File: src/rtl/pio_pkg.sv
// Shared constants, register map and types for the PIO state-machine sequencer.
package pio_pkg;

  localparam int NUM_SM    = 4;
  localparam int MEM_DEPTH = 32;

  localparam logic [5:0] ADDR_CTRL     = 6'h00;
  localparam logic [5:0] ADDR_STATUS   = 6'h01;
  localparam logic [5:0] ADDR_SM_INSTR = 6'h04;
  localparam logic [5:0] ADDR_IMEM     = 6'h20;

  localparam int CTRL_EN_LSB          = 0;
  localparam int CTRL_RESTART_LSB     = 4;
  localparam int CTRL_DIV_RESTART_LSB = 8;
  localparam int STATUS_PEND_LSB      = 0;
  localparam int STATUS_EN_LSB        = 4;

  typedef logic [15:0] instr_t;

  typedef enum logic {
    IMM_IDLE = 1'b0,
    IMM_PEND = 1'b1
  } imm_state_e;

endpackage

File: src/rtl/pio_imem.sv
// Shared instruction memory: one host write port, one combinational fetch port per machine
// plus one host read port. Reset clears every word to JMP 0.
module pio_imem #(
  parameter int NUM_SM    = 4,
  parameter int MEM_DEPTH = 32
) (
  input  logic                    clk,
  input  logic                    reset,
  input  logic                    wr_en,
  input  logic [4:0]              wr_addr,
  input  logic [15:0]             wr_data,
  input  logic [NUM_SM-1:0][4:0]  rd_addr,
  output logic [NUM_SM-1:0][15:0] rd_data,
  input  logic [4:0]              host_addr,
  output logic [15:0]             host_data
);
  import pio_pkg::*;

  instr_t mem_q [MEM_DEPTH];
  instr_t mem_d [MEM_DEPTH];

  always_comb begin
    mem_d = mem_q;
    if (wr_en) mem_d[wr_addr] = wr_data;
  end

  always_ff @(posedge clk) begin
    if (reset) begin
      for (int i = 0; i < MEM_DEPTH; i++) mem_q[i] <= '0;
    end else begin
      mem_q <= mem_d;
    end
  end

  always_comb begin
    for (int n = 0; n < NUM_SM; n++) rd_data[n] = mem_q[rd_addr[n]];
    host_data = mem_q[host_addr];
  end

endmodule

File: src/rtl/pio_sm_sequencer.sv
// PIO block controller: instruction memory ownership, enable/restart sequencing and
// scheduling of host-injected immediate instructions onto each machine's divided-clock tick.
module pio_sm_sequencer #(
  parameter int NUM_SM    = 4,
  parameter int MEM_DEPTH = 32
) (
  input  logic                    clk,
  input  logic                    reset,
  input  logic                    host_wr,
  input  logic                    host_rd,
  input  logic [5:0]              host_addr,
  input  logic [31:0]             host_wdata,
  output logic [31:0]             host_rdata,
  output logic                    host_ready,
  input  logic [NUM_SM-1:0][4:0]  sm_pc,
  input  logic [NUM_SM-1:0]       sm_penable,
  output logic [NUM_SM-1:0][15:0] sm_instr,
  output logic [NUM_SM-1:0]       sm_imm,
  output logic [NUM_SM-1:0]       sm_en,
  output logic [NUM_SM-1:0]       sm_restart,
  output logic [NUM_SM-1:0]       sm_div_restart
);
  import pio_pkg::*;

  logic                    is_ctrl, is_status, is_instr, is_imem;
  logic [1:0]              sm_sel;
  logic [NUM_SM-1:0]       pend, busy, accept, restart_wr, div_restart_wr;
  logic [NUM_SM-1:0][15:0] imm_val, imem_rd;
  logic [15:0]             imem_host;
  logic [NUM_SM-1:0]       en_q, en_d, restart_q, restart_d, div_restart_q, div_restart_d;
  logic [31:0]             rdata_q, rdata_d;
  logic                    unused_wdata;

  assign unused_wdata = ^host_wdata[31:16];

  // A write to a machine's injection register stalls only while that machine is still
  // waiting for its execute tick; the tick cycle itself lets the new write through.
  always_comb begin
    sm_sel     = host_addr[1:0];
    is_ctrl    = (host_addr == ADDR_CTRL);
    is_status  = (host_addr == ADDR_STATUS);
    is_instr   = (host_addr[5:2] == ADDR_SM_INSTR[5:2]) && (int'(sm_sel) < NUM_SM);
    is_imem    = host_addr[5];
    busy       = pend & ~sm_penable;
    host_ready = !(host_wr && is_instr && busy[sm_sel]);
    restart_wr     = '0;
    div_restart_wr = '0;
    if (host_wr && is_ctrl) begin
      restart_wr     = host_wdata[CTRL_RESTART_LSB +: NUM_SM];
      div_restart_wr = host_wdata[CTRL_DIV_RESTART_LSB +: NUM_SM];
    end
    for (int n = 0; n < NUM_SM; n++) begin
      accept[n] = host_wr && host_ready && is_instr && (int'(sm_sel) == n);
    end
  end

  always_comb begin
    en_d          = en_q;
    restart_d     = restart_wr;
    div_restart_d = div_restart_wr;
    rdata_d       = rdata_q;
    if (host_wr && is_ctrl) en_d = host_wdata[CTRL_EN_LSB +: NUM_SM];
    if (host_rd) begin
      rdata_d = '0;
      if (is_ctrl) begin
        rdata_d[CTRL_EN_LSB +: NUM_SM] = en_q;
      end else if (is_status) begin
        rdata_d[STATUS_PEND_LSB +: NUM_SM] = pend;
        rdata_d[STATUS_EN_LSB +: NUM_SM]   = sm_en;
      end else if (is_instr) begin
        rdata_d[15:0] = imm_val[sm_sel];
      end else if (is_imem) begin
        rdata_d[15:0] = imem_host;
      end
    end
  end

  always_ff @(posedge clk) begin
    if (reset) begin
      en_q          <= '0;
      restart_q     <= '0;
      div_restart_q <= '0;
      rdata_q       <= '0;
    end else begin
      en_q          <= en_d;
      restart_q     <= restart_d;
      div_restart_q <= div_restart_d;
      rdata_q       <= rdata_d;
    end
  end

  pio_imem #(
    .NUM_SM    (NUM_SM),
    .MEM_DEPTH (MEM_DEPTH)
  ) u_imem (
    .clk       (clk),
    .reset     (reset),
    .wr_en     (host_wr && is_imem),
    .wr_addr   (host_addr[4:0]),
    .wr_data   (host_wdata[15:0]),
    .rd_addr   (sm_pc),
    .rd_data   (imem_rd),
    .host_addr (host_addr[4:0]),
    .host_data (imem_host)
  );

  for (genvar g = 0; g < NUM_SM; g++) begin : g_sm
    imm_state_e state_q, state_d;
    instr_t     imm_q, imm_d;

    // Restart wins over everything and abandons a pending injection.
    always_comb begin
      state_d = state_q;
      imm_d   = imm_q;
      if (restart_wr[g]) begin
        state_d = IMM_IDLE;
      end else if (accept[g]) begin
        state_d = IMM_PEND;
        imm_d   = host_wdata[15:0];
      end else if (state_q == IMM_PEND && sm_penable[g]) begin
        state_d = IMM_IDLE;
      end
    end

    always_ff @(posedge clk) begin
      if (reset) begin
        state_q <= IMM_IDLE;
        imm_q   <= '0;
      end else begin
        state_q <= state_d;
        imm_q   <= imm_d;
      end
    end

    assign pend[g]     = (state_q == IMM_PEND);
    assign imm_val[g]  = imm_q;
    assign sm_instr[g] = pend[g] ? imm_q : imem_rd[g];
  end

  assign sm_imm         = pend;
  assign sm_en          = en_q | pend;
  assign sm_restart     = restart_q;
  assign sm_div_restart = div_restart_q;
  assign host_rdata     = rdata_q;

endmodule
File: config.mk
export PLATFORM = sky130hd
export DESIGN_NAME = pio_sm_sequencer
export DESIGN_NICKNAME = d
export VERILOG_FILES = /design/src/rtl/pio_pkg.sv /design/src/rtl/pio_imem.sv /design/src/rtl/pio_sm_sequencer.sv
export SDC_FILE = /design/constraint.sdc
export NUM_CORES = 2
export LEC_CHECK = 0
export CAP_MARGIN = 20
export CORE_ASPECT_RATIO = 0.9
export CORE_MARGIN = 4
export CORE_UTILIZATION = 47
export DETAILED_ROUTE_END_ITERATION = 7
export PLACE_DENSITY = 0.67
export SLEW_MARGIN = 20
export SYNTH_ARGS = -nofsm -noshare
export SYNTH_HDL_FRONTEND = slang
export SYNTH_SLANG_ARGS = --single-unit
File: constraint.sdc
create_clock -name clk -period 4.07 [get_ports clk]
set_input_delay 0.6105 -clock clk [delete_from_list [all_inputs] [get_ports clk]]
set_output_delay 0.6105 -clock clk [all_outputs]
set_load 0.01 [all_outputs]
**Word level (Yosys, flattened, before mapping)**

Index checks and enable logic that the tools add are counted.

- Bits in registers: 608
- Bits of input ports: 66
- Output and inout port bits: 113
- Word-level logic and storage cells: 141

- Order comparisons: 7
- Equal/unequal tests: 5
- Multiplexer cells: 41
- Bitwise operators: 13
- Reductions and logical operators: 31

Operators by type and width:

| kind | number |
|---|---|
| $bwmux 512 | 1 |
| $bmux 16 s5 | 5 |
| $mux 16 | 18 |
| $demux 16 s5 | 1 |
| $bmux 16 s2 | 1 |
| $ge 6x6->1 const B | 5 |
| $not 5->6 | 5 |
| $mux 8 | 2 |
| $logic_and 1x1->1 | 15 |
| $mux 12 | 1 |
| $reduce_or 2->1 | 5 |
| $mux 1 | 9 |
| $mux 4 | 2 |
| $reduce_and 2->1 | 4 |
| $reduce_bool 2->1 | 4 |
| $eq 6x1->1 const B | 1 |
| $logic_not 6->1 | 1 |
| $lt 6x1->1 const B | 1 |
| $not 1->1 | 5 |
| $and 4x4->4 | 1 |
| $eq 2x2->1 const B | 2 |
| $eq 4x1->1 const B | 1 |
| $not 4->4 | 1 |
| $or 4x4->4 | 1 |
| 5 further kinds | 5 |

**Logic depth before layout (Yosys ltp)**

- Depth in word-level cells: 10
- Depth in mapped cells: 9
- Gate-level depth less buffers: 5

**Cells and area by module**

From an unflattened synthesis, not the netlist that was laid out.

- Cells, all modules: 5,630
- Area total of the unflattened synthesis: 45,702.6 sq um

Modules (own cells, without submodules):

| module | times used | cells each | area each (sq um) | sequential area each (sq um) |
|---|---|---|---|---|
| pio_imem | 1 | 5,125 | 40,297.4 | 10,249.8 |
| pio_sm_sequencer | 1 | 505 | 5,405.2 | 1,921.8 |

**Least setup slack after synthesis**

No wires, ideal clock.

- Path kind: input to output
- From: input sm_pc[15] in the netlist's numbering
- To: output sm_instr[48] in the netlist's numbering
- Data arrival time: 2,242 ps
- Required time: 3,459 ps
- Setup slack: 1,218 ps
- Cell stages on the path: 8
- Path buffers: 4
- Path through: buf_2 -> buf_2 -> buf_2 -> nor2_1 -> nand2_1 -> clkbuf_1 -> o22ai_1 -> o31ai_1

RTL lines:

| what | RTL line | text |
|---|---|---|
| from (decl) | pio_sm_sequencer.sv:15 | `input logic [NUM_SM-1:0][4:0] sm_pc,` |
| to (decl) | pio_sm_sequencer.sv:17 | `output logic [NUM_SM-1:0][15:0] sm_instr,` |

==> results.md <==
- Crit path arrival time: ~3.6 ns
- Cells after Synth: 4,694
- RSZ-0062 raised after global routing: true
- Clk root buf: clkbuf_16
- Die width: around 330 um
- Ys flop type: dfxtp_1
- CP Class: in2out
- Hold Path Cell Cnt: 2
- Clk slew on worst S/H paths: ~0.060 ns
- Layout Utilization: 56.6%
- WL per Instance: around 40 um
- Die area: 0.0974 mm2
- Post-synth EDFFs: 0
- Yosys reg bits: around 610
- YS warnings: 0
- First-pass GRT wire length: ~330,000 um
- Hold Startpoint: reset
- Filler cells: a little over 8,000
- Clk sinks: 608
- Vias in the first global route: ~41,000
- Routability Congestion: ~1.1
- Detail-routed via count per cell: approximately 7.4
- Synth Area in Adders: 0%
- Synth Area in Simple Gates: ~14%
- Max Root-Sink Buffers: 3
- Starting Density: a little under half
- F_max: around 0.24 GHz
- Sequential area share after synthesis: 28.0%
- Die Y: about 300 um
- Share of flip-flops with an asynchronous set or reset: 0%
- Total number of H-tree levels: 3
- Violated checks: negative setup slack
- Min Tclk post-route: 4.16 ns
- Worst Path Max Fanout: 9
- Max-cap violations: 0
- VDD IR-drop max: approximately 0.00033 V
- HPWL after DPL: 167,000 um
- HP Class: in2reg
- Final Setup Violations: 5
- Mux contribution to synthesized area: 37.3%
- Synth unique cells: 72
- Crit end category: output pin
- Placed cell areas: 0.0487 mm2
- Vias: 45,900
- Crit share post-route: 102%
- Port Buf Inserts: 146
- Worst reg2reg endpoint: g_sm[3].imm_q[14]$_SDFFE_PP0P_
- TritonCTS clock tree: yes
- Slew HR: 19.7%
- Overflow after GRT: 0
- Data required time of the worst path: around 3.5 ns
- Final Cell Area: ~0.052 mm2
- Worst skew pair latency: around 0.67 ns
- LEAKAGE: about 18 nW
- Synth Area in Compound Gates: ~15%
- Largest family of logic cells by synthesized area: multiplexers
- Reg2Reg Depth: 7
- CTS buffer count: 71
- Layout cell share with drive strength beyond 1: roughly 23%
- DR pass1 iterations: 7
- WL final: approximately 240,000 um
- Initial antenna violation count: 15
- Final net count: between 4,000 and 5,000
- Startpoint Class: input port
- Area Growth Syn to Fin: 19.0%
- Final hold slack: about 0.44 ns
- Worst-margin pin slew: 1.20 ns
- DRC errors left: 0
- Cts hold-fix bufs: 0
- R2R Path Start: g_sm[0].state_q$_SDFFE_PP0P_
- Hold Path Sink: u_imem.mem_q[60]$_SDFFE_PP0P_
- Pins over their slew limit: 0
- R2R setup slack: ~1.2 ns
- Final worst slack: -0.0923 ns
- Pin count of the biggest net entering global routing: roughly 130
- Synthesized area: around 0.043 mm2
- Final Hold Violating Endpoints: 0
- DP Worst Slack: -0.515 ns
- Syn Area/Cell: slightly above 9 um2
- IO Count: 179
- GRT Total Usage: a little under half
- Power Dens Cells: just over 300 mW/mm2
- Status: complete, but fails checks
- DR iter-0 viols: 8,973
- Core area: 0.0914 mm2
- Remaining antenna violation count: 0
- Rows: between 100 and 150
- Clock skew: about 0.026 ns
- Xor/xnor share of the synthesized area: 0%
[placed cells by master (no fill, tap or decap), drive strengths merged, types with 13 or more instances in the layout]
| cell | synthesis | final |
|---|---|---|
| a221oi | 27 | 27 |
| mux4 | 340 | 340 |
| dfxtp | 608 | 608 |
| o211ai | 22 | 22 |
| nor3 | 32 | 32 |
| or4 | 13 | 13 |
| buf | 291 | 478 |
| o221ai | 18 | 18 |
| nor2 | 327 | 327 |
| o41ai | 15 | 15 |
| nor2b | 46 | 46 |
| mux2i | 778 | 778 |
| nand3 | 117 | 117 |
| a22oi | 91 | 91 |
| o31ai | 26 | 26 |
| nand4 | 19 | 19 |
| a211oi | 53 | 53 |
| clkinv | 0 | 22 |
| o22ai | 234 | 234 |
| or2 | 16 | 16 |
| a21oi | 382 | 382 |
| conb | 1 | 16 |
| clkdlybuf4s50 | 0 | 111 |
| nand2 | 682 | 682 |
| nand2b | 28 | 28 |
| o21ai | 65 | 65 |
| mux2 | 67 | 67 |
| clkbuf | 224 | 86 |
| nor4 | 22 | 22 |
[Yosys cell counts (5+ instances only)]
| cell type | count | share of area, % |
|---|---|---|
| mux2i_1 | 778 | 18 |
| nand2_1 | 681 | 5.9 |
| dfxtp_1 | 608 | 28 |
| a21oi_1 | 382 | 4.4 |
| mux4_2 | 340 | 18 |
| nor2_1 | 311 | 2.7 |
| o22ai_1 | 233 | 3.4 |
| clkbuf_1 | 223 | 1.9 |
| buf_2 | 155 | 1.8 |
| nand3_1 | 117 | 1.3 |
| a22oi_1 | 91 | 1.6 |
| mux2_2 | 67 | 1.7 |
| o21ai_0 | 63 | 0.73 |
| buf_1 | 58 | 0.50 |
| a211oi_1 | 53 | 0.92 |
| buf_4 | 53 | 0.92 |
| nor2b_1 | 46 | 0.66 |
| nand2b_1 | 28 | 0.40 |
| a221oi_1 | 27 | 0.54 |
| o31ai_1 | 26 | 0.45 |
| buf_6 | 25 | 0.65 |
| nor3_1 | 23 | 0.26 |
| o211ai_1 | 22 | 0.38 |
| nor4_1 | 21 | 0.30 |
| nand4_1 | 18 | 0.26 |
| o221ai_1 | 18 | 0.36 |
| nor2_2 | 15 | 0.22 |
| o41ai_1 | 15 | 0.30 |
| or4_1 | 13 | 0.22 |
| a21o_1 | 12 | 0.21 |
| or2_2 | 12 | 0.17 |
| a2111oi_0 | 11 | 0.22 |
| a22o_1 | 10 | 0.20 |
| and2_1 | 10 | 0.14 |
| a221o_1 | 9 | 0.21 |
| a31oi_1 | 9 | 0.13 |
| o2111ai_1 | 9 | 0.18 |
| nand3b_1 | 8 | 0.14 |
| nand4bb_1 | 8 | 0.21 |
| or3_1 | 7 | 0.10 |
| a311o_1 | 6 | 0.14 |
| nand4b_1 | 6 | 0.12 |
| nor3_2 | 5 | 0.12 |
| nor4bb_1 | 5 | 0.12 |
[flip-flops by register name, indices dropped and copies added, names as in the netlist]
name	cells
g_sm.imm_q	64
sm_restart	4
host_rdata	16
en_q	4
g_sm.state_q	4
sm_div_restart	4
u_imem.mem_q	512
[metrics by stage]
step / std cells / TNS [ns] / power [mW]
finish: 6167 / -0.162 / 15.9
global placement: 6020 / -7.03 / 8.69
CTS: 6153 / -0.0692 / 15.7
global route: 6159 / -0.0667 / 16.1
floorplan: 4709 / 0 / 7.44
detailed placement: 6020 / -5.53 / 8.70
[cell type report]
type | count | area [um2] | area share (%)
tap | 1230 | 1540 | 2.98
clock inverter | 44 | 589 | 1.14
clock buffer | 86 | 1910 | 3.70
multi-input combinational | 3585 | 29500 | 57.0
antenna | 10 | 25.0 | 0.0484
sequential | 608 | 12200 | 23.5
timing repair buffer | 603 | 5970 | 11.5
inverter | 1 | 3.75 | 0.00726
[repair_timing]
action,in CTS,in global routing
buffers inserted,3,4
pin swaps,11,19
endpoints found under the setup margin,32,32
resized for setup,47,40
[cells by family (layout without fill, tap and decap cells)]
logic type      after synthesis  count (layout)
other cells                   1              26
flops                       608             608
simple gates               1371            1371
buf+inv                     516             734
mux                        1185            1185
compound gates             1013            1013
[worst max-delay path by stage]
stage	from	end	slack [ns]	cells past startpoint
finish	sm_pc[4]	sm_instr[7]	-0.09	8
global route	sm_pc[2]	sm_instr[1]	-0.07	11
CTS	sm_pc[14]	sm_instr[34]	-0.03	13
detailed placement	sm_pc[14]	sm_instr[35]	-0.52	11
global placement	sm_pc[14]	sm_instr[37]	-0.68	11
floorplan	sm_pc[15]	sm_instr[48]	1.22	8
[routing by layer]
metal  wire, um  up-vias  global-route usage (%)
li1           -    18000                       -
met1      82600    22000                    59.0
met2      90900     4658                    62.6
met3      44400     1220                    24.9
met4      23200       12                    35.1
met5         67        -                       0
[where the power goes]
part	internal (mW)	switching (mW)	total (mW)
combinational	1.02	1.73	2.76
sequential	5.98	0.0465	6.02
clock	4.10	2.99	7.08
[worst max-delay path, stage by stage]
cell and delay (ns):
dlygate4sd2_1 0.42, buf_4 0.30, or2_2 0.37, o22ai_1 0.18, nor4_1 0.63, buf_4 0.22, a22o_1 0.21, clkdlybuf4s50_1 0.61
No activity file was read; power rests on OpenSTA's default activity.
